===== src/rtl/jamma_input_scanner.sv =====
// Purpose : scans the multiplexed JAMMA player bus (JSELECT + shared JJOY),
//           debounces player 1/2 and coin bits, and stretches coin pulses.
// Latency : a stable pin change reaches O_JOYx/O_COIN on the edge after the
//           DB_COUNT-th agreeing sample; one scan is 2*(SETTLE+1) cycles.
// Backpr. : none; free-running scan, O_SCAN_DONE strobes once per scan.
//
// Ports:
//   I_CLK, I_RESET_N       pclk and synchronous active-low reset
//   I_JJOY[7:0]            shared player bus (async, active-low)
//   I_JCOIN[1:0]           coin switches (async, active-low)
//   I_KBD_JOY[5:0]         keyboard joystick (sync, active-low), merged into P1
//   O_JSELECT              0 = player 1 on the bus, 1 = player 2
//   O_JOY1/O_JOY2[7:0]     debounced players (P1 ANDed with keyboard)
//   O_COIN[1:0]            debounced, stretched coins (active-low)
//   O_SCAN_DONE            one-cycle strobe after each committed P1+P2 scan
module jamma_input_scanner #(
  parameter int SETTLE    = 4,
  parameter int DB_COUNT  = 3,
  parameter int COIN_HOLD = 8
) (
  input  logic       I_CLK,
  input  logic       I_RESET_N,
  input  logic [7:0] I_JJOY,
  input  logic [1:0] I_JCOIN,
  input  logic [5:0] I_KBD_JOY,
  output logic       O_JSELECT,
  output logic [7:0] O_JOY1,
  output logic [7:0] O_JOY2,
  output logic [1:0] O_COIN,
  output logic       O_SCAN_DONE
);

  localparam logic [7:0] SETTLE_LAST = 8'(SETTLE - 1);
  localparam logic [3:0] DB_LAST     = 4'(DB_COUNT - 1);
  localparam logic [7:0] HOLD_LOAD   = 8'(COIN_HOLD);

  typedef enum logic [1:0] {SEL_A, SAMP_A, SEL_B, SAMP_B} state_t;

  state_t     state, state_nxt;
  logic [7:0] settle_cnt, settle_nxt;

  // two-flop synchronizers; idle (released) level is 1
  logic [7:0] jjoy_s1, jjoy_s2;
  logic [1:0] jcoin_s1, jcoin_s2;

  always_ff @(posedge I_CLK) begin
    if (!I_RESET_N) begin
      jjoy_s1  <= '1;
      jjoy_s2  <= '1;
      jcoin_s1 <= '1;
      jcoin_s2 <= '1;
    end else begin
      jjoy_s1  <= I_JJOY;
      jjoy_s2  <= jjoy_s1;
      jcoin_s1 <= I_JCOIN;
      jcoin_s2 <= jcoin_s1;
    end
  end

  // scan sequencer
  always_comb begin
    state_nxt  = state;
    settle_nxt = settle_cnt;
    case (state)
      SEL_A: begin
        if (settle_cnt == SETTLE_LAST) state_nxt = SAMP_A;
        else                           settle_nxt = settle_cnt + 8'd1;
      end
      SAMP_A: begin
        settle_nxt = '0;
        state_nxt  = SEL_B;
      end
      SEL_B: begin
        if (settle_cnt == SETTLE_LAST) state_nxt = SAMP_B;
        else                           settle_nxt = settle_cnt + 8'd1;
      end
      SAMP_B: begin
        settle_nxt = '0;
        state_nxt  = SEL_A;
      end
      default: begin
        settle_nxt = '0;
        state_nxt  = SEL_A;
      end
    endcase
  end

  always_ff @(posedge I_CLK) begin
    if (!I_RESET_N) begin
      state       <= SEL_A;
      settle_cnt  <= '0;
      O_JSELECT   <= 1'b0;
      O_SCAN_DONE <= 1'b0;
    end else begin
      state       <= state_nxt;
      settle_cnt  <= settle_nxt;
      // select follows the state being entered, so the bus starts settling
      // in the very first cycle of SEL_A/SEL_B
      O_JSELECT   <= (state_nxt == SEL_B) || (state_nxt == SAMP_B);
      O_SCAN_DONE <= (state == SAMP_B);
    end
  end

  // debounce: bits [7:0] P1, [15:8] P2, [17:16] coin
  logic [17:0] raw, deb, en, commit;
  logic [3:0]  agree [18];

  assign raw = {jcoin_s2, jjoy_s2, jjoy_s2};
  assign en  = {{10{state == SAMP_B}}, {8{state == SAMP_A}}};

  always_comb begin
    commit = '0;
    for (int i = 0; i < 18; i++)
      commit[i] = en[i] && (raw[i] != deb[i]) && (agree[i] == DB_LAST);
  end

  always_ff @(posedge I_CLK) begin
    if (!I_RESET_N) begin
      deb <= '1;
      for (int i = 0; i < 18; i++) agree[i] <= '0;
    end else begin
      for (int i = 0; i < 18; i++) begin
        if (en[i]) begin
          if (commit[i]) begin
            deb[i]   <= raw[i];
            agree[i] <= '0;
          end else if (raw[i] == deb[i]) begin
            agree[i] <= '0;
          end else begin
            agree[i] <= agree[i] + 4'd1;
          end
        end
      end
    end
  end

  // coin stretch: a debounced press holds the output low for at least
  // COIN_HOLD scans; a fresh press reloads even if the hold is expiring
  logic [7:0] hold [2];
  logic [1:0] coin_fall;

  assign coin_fall = commit[17:16] & ~raw[17:16];

  always_ff @(posedge I_CLK) begin
    if (!I_RESET_N) begin
      hold[0] <= '0;
      hold[1] <= '0;
    end else if (state == SAMP_B) begin
      for (int c = 0; c < 2; c++) begin
        if (coin_fall[c])       hold[c] <= HOLD_LOAD;
        else if (hold[c] != '0) hold[c] <= hold[c] - 8'd1;
      end
    end
  end

  assign O_COIN[0] = deb[16] & (hold[0] == '0);
  assign O_COIN[1] = deb[17] & (hold[1] == '0);
  assign O_JOY1    = deb[7:0] & {2'b11, I_KBD_JOY};
  assign O_JOY2    = deb[15:8];

endmodule


===== config.mk =====
export PLATFORM = sky130hd
export DESIGN_NAME = jamma_input_scanner
export DESIGN_NICKNAME = d
export VERILOG_FILES = /design/src/rtl/jamma_input_scanner.sv
export SDC_FILE = /design/constraint.sdc
export NUM_CORES = 1
export LEC_CHECK = 0
export BUFFER_PORTS_ARGS = -buffer_cell sky130_fd_sc_hd__buf_4
export CELL_PAD_IN_SITES_DETAIL_PLACEMENT = 0
export CELL_PAD_IN_SITES_GLOBAL_PLACEMENT = 2
export CORE_MARGIN = 10
export CORE_UTILIZATION = 41
export CTS_CLUSTER_DIAMETER = 200
export DETAILED_ROUTE_END_ITERATION = 8
export PLACE_DENSITY = 0.79
export RECOVER_POWER = 25
export SLEW_MARGIN = 20
export SYNTH_ARGS = -nofsm -noshare
export SYNTH_HDL_FRONTEND = slang
export SYNTH_SLANG_ARGS = --single-unit

===== constraint.sdc =====
create_clock -name I_CLK -period 3.55 [get_ports I_CLK]
set_input_delay 0.71 -clock I_CLK [delete_from_list [all_inputs] [get_ports I_CLK]]
set_output_delay 0.71 -clock I_CLK [all_outputs]
set_load 0.02 [all_outputs]

* Word level (Yosys, flattened, before mapping)
Memories as Yosys holds them, arrays and structs flattened. Index checks and enable logic that the tools add are counted. Widths: inputs -> output; s select.
Word-level totals: flip-flop bits (word level) 50, bits in writable memories 88, word-level logic and storage cells 569, bits of input ports 18, output and inout port bits 20, memories kept 2
Operators by class: bitwise gates (word level) 63, reductions and logical operators 62, add/sub/neg operators 21, mux-type cells 334, equal/unequal tests 61
Memory list:
- agree | depth 18, width 4, rd ports 18, clocked after memory_dff 0, write ports 18, line 106 | logic [3:0] agree [18];
- hold | depth 2, width 8, rd ports 2, clocked after memory_dff 0, write ports 2, line 139 | logic [7:0] hold [2];
Operators with widths (number):
- $mux 1 | 271
- $mux 4 | 54
- $add 4x1->4 const B | 18
- $eq 4x2->1 const B | 18
- $or 1x1->1 | 58
- $mux 8 | 5
- $logic_and 1x1->1 | 36
- $reduce_and 2->1 | 18
- $eq 1x1->1 | 18
- $ne 1x1->1 | 18
- $logic_not 8->1 | 2
- $pmux 8 s2 | 1
- $reduce_bool 8->1 | 2
- $sub 8x1->8 const B | 2
- $add 8x1->8 const B | 1
- $and 8x8->8 | 1
- $eq 2x2->1 const B | 4
- $eq 8x2->1 const B | 1
- $pmux 2 s4 | 1
- $mux 2 | 2
- $reduce_or 2->1 | 2
- $and 1x1->1 | 2
- $and 2x2->2 | 1
- $eq 2x1->1 const B | 1
- other kinds (4) | 4

* Longest topological paths before layout
word-level depth 10, depth in mapped cells 6, gate-level depth less buffers 6

* Worst setup path before layout
No wires, ideal clock.
path type input-to-reg, start point input port I_RESET_N, end point memory agree[10][0], enable pin, slack 0.841 ns, path buffers 3, cell stages on the path 4, arrival time 2.179 ns, setup time 0.530 ns, cells stage by stage buf_2 > clkbuf_1 > buf_1 > nand2_1
RTL lines:
- start: declaration | line 22 | input logic I_RESET_N,
- end: declaration | line 106

==> metrics.txt <==
Max stage delay on crit path=490 ps; register area=3623 um^2; worst hold slack=404.3 ps; status=complete, no violations; unique cell type count in the Yosys netlist=39; max-cap viol count=0; family with the most delay on the worst path=simple AND/OR/NAND/NOR gates; Synth area leaders=edfxtp_1 40%, dfxtp_1 15%, ha_1 8.7%; CP bufs+invs=1; worst hold path type=flop to flop; io pins=38; CTS tree=built; final period utilization=72.49%; CTS root buf=clkbuf_16; WS Path Type=flop to flop; crit start category=flop; die width=146.7 um; WL final=11890 um; syn avg cell area=10.90 um^2; leading area contributor after synthesis=edfxtp_1; slew margin rel.=22.22%; placed cell areas=7067 um^2; Mapped Cells=604; Die Area=21530 um^2; fillers=1492; number of synthesized register bits=137; Final min period=2574 ps; Cell Area, Synth=6584 um^2; first-pass GRT wire length=20180 um; latest clock arrival within the worst-skew pair=420 ps; critical-path cell list=ha_1 -> clkbuf_1 -> and2_0 -> a21boi_0 -> nand2_1 -> nor2_1; drt pass-1 iters=4; total track usage=11.51%; Layout area overhead=15.43%; Worst setup EP type=flop; post_cts resized=0; antenna diode count=0; EDFF count, synth=88; CTS sink count=137; Arr. time, crit path=2840 ps; number of global-route vias before repair=4156; Post-synth ARST share=0%; Clk pin slew, worst setup/hold paths=50 ps; final-report hold violation count=0; top-area cell type share of the netlist area=40.14%; row count=46; leakage=0.003031 uW; fin nets=711; Worst Skew=5.944 ps; share of post-route cells with drive strength above 1=9.242%; RSZ-0062 raised after global routing=no; largest net degree at the start of global routing=41; Post-Syn Nets=668; vias=4124; clk buf depth=2; core region area=15830 um^2; CTS Buf Count=17; Setup TNS=0 ps; sequential share of the synthesized area=55.04%; Final Wtd Congestion=0.7404; DRC Markers=0; post-DR vias/cell=4.708; Post-DP HPWL=8427 um; Max stage delay cell, worst path=and2_0; H-Tree Depth=4; Chip Height=146.7 um; post-route cell area=7600 um^2; worst-margin pin slew=1167 ps; Initial Utilization=41.60%; Starting DRT DRC Count=172; Most used DFF post-synth=edfxtp_1; multi-input logic area=2749 um^2; CTS Hold Buffers Added=0; Max rail drop VDD=0.3560 mV; fmax=388.6 MHz; wire length per cell=13.57 um; fin. max-slew vios=0; postcts setup bufs=0; Worst EP required=3820 ps; CP Max Fanout=8; Pwr Density=515.6 nW/um^2; final setup vio count=0; remaining antenna violation count=0; YS warnings=0; I/O Buffers=37; initial antenna violation count=0; total grt overflow=0
metrics by stage:
stage                     cells  setup WS (ps)  total power [uW]  utilization, %
after floorplan             604          841.0              2131               -
after global placement      844           1367              2229           44.65
after detailed placement    844           1227              2238           44.65
after CTS                   876          964.8              3984           48.40
after global routing        876          653.8              4100           48.02
final                       876          976.5              3919           48.02
synth_stat cells (2+ instances only):
cell,count
nor3_1,2
edfxtp_1,88
xor2_1,30
clkbuf_1,6
and3_1,3
nand2b_1,23
and2_1,9
nand3_1,41
xnor2_1,41
nor4_1,3
buf_1,2
or3_1,2
ha_1,46
a21oi_1,19
or3b_2,2
dfxtp_1,49
nand2_1,43
nor3b_1,3
inv_1,27
mux2i_1,19
nor4b_1,2
buf_4,10
nor2_1,118
registers in the layout (all words and copies together) (netlist names):
signal / flops
deb: 18
jjoy_s2: 8
O_SCAN_DONE: 1
jjoy_s1: 8
hold: 16
state: 1
jcoin_s1: 2
jcoin_s2: 2
settle_cnt: 8
O_JSELECT: 1
agree: 72
kinds of logic (layout without fill, tap and decap cells):
kind of cell | Yosys count | count (layout) | share of synthesized area (%)
fa+ha+maj | 46 | 46 | 8.742
xor+xnor | 71 | 71 | 9.445
flops | 137 | 137 | 55.04
mux | 19 | 19 | 2.889
simple gates | 257 | 257 | 18.17
compound gates | 28 | 28 | 2.509
buf+inv | 46 | 102 | 3.212
path summary, 6_finish.rpt:
kind / from / end / slack [ps] / depth (start not counted)
max: O_JSELECT / hold[0][2] / 980 / 6
min: jjoy_s1[2] / jjoy_s2[2] / 400 / 1
max reg2reg: O_JSELECT / hold[0][2] / 980 / 6
min reg2reg: jjoy_s1[2] / jjoy_s2[2] / 400 / 1
routing by layer:
metal / track usage, % / wire length (um) / vias to the layer above
li1: - / - / 2119
met1: 14.42 / 5827 / 1937
met2: 17.98 / 5509 / 57
met3: 3.778 / 433 / 11
met4: 4.505 / 117 / 0
met5: 0 / 0 / -
area by class of cell:
type                    count  area share, %
clock inverters             5         0.3293
multi-input cells         421          36.17
inverters                  27          1.334
well taps                 216          3.556
flip-flops and latches    137          47.68
repair buffers             43          3.457
clock buffers              27          7.474
placed cells by master, fill, tap and decap left out, types with 3 or more instances in the layout:
cell type	synthesis	final
nor2_1	118	118
edfxtp_1	88	88
dfxtp_1	49	49
ha_1	46	46
nand2_1	43	43
xnor2_1	41	41
nand3_1	41	41
xor2_1	30	30
inv_1	27	27
buf_4	10	27
nand2b_1	23	23
clkbuf_16	0	21
clkbuf_1	6	20
a21oi_1	19	19
mux2i_1	19	19
and2_1	9	7
clkinv_2	0	5
nor4_1	3	3
nor3b_1	3	3
and3_1	3	3
report_power, final:
group | internal, uW | switching [uW]
clock network | 1090 | 631
registers | 1800 | 85.0
logic | 134 | 180
No activity file was read; power rests on OpenSTA's default activity.
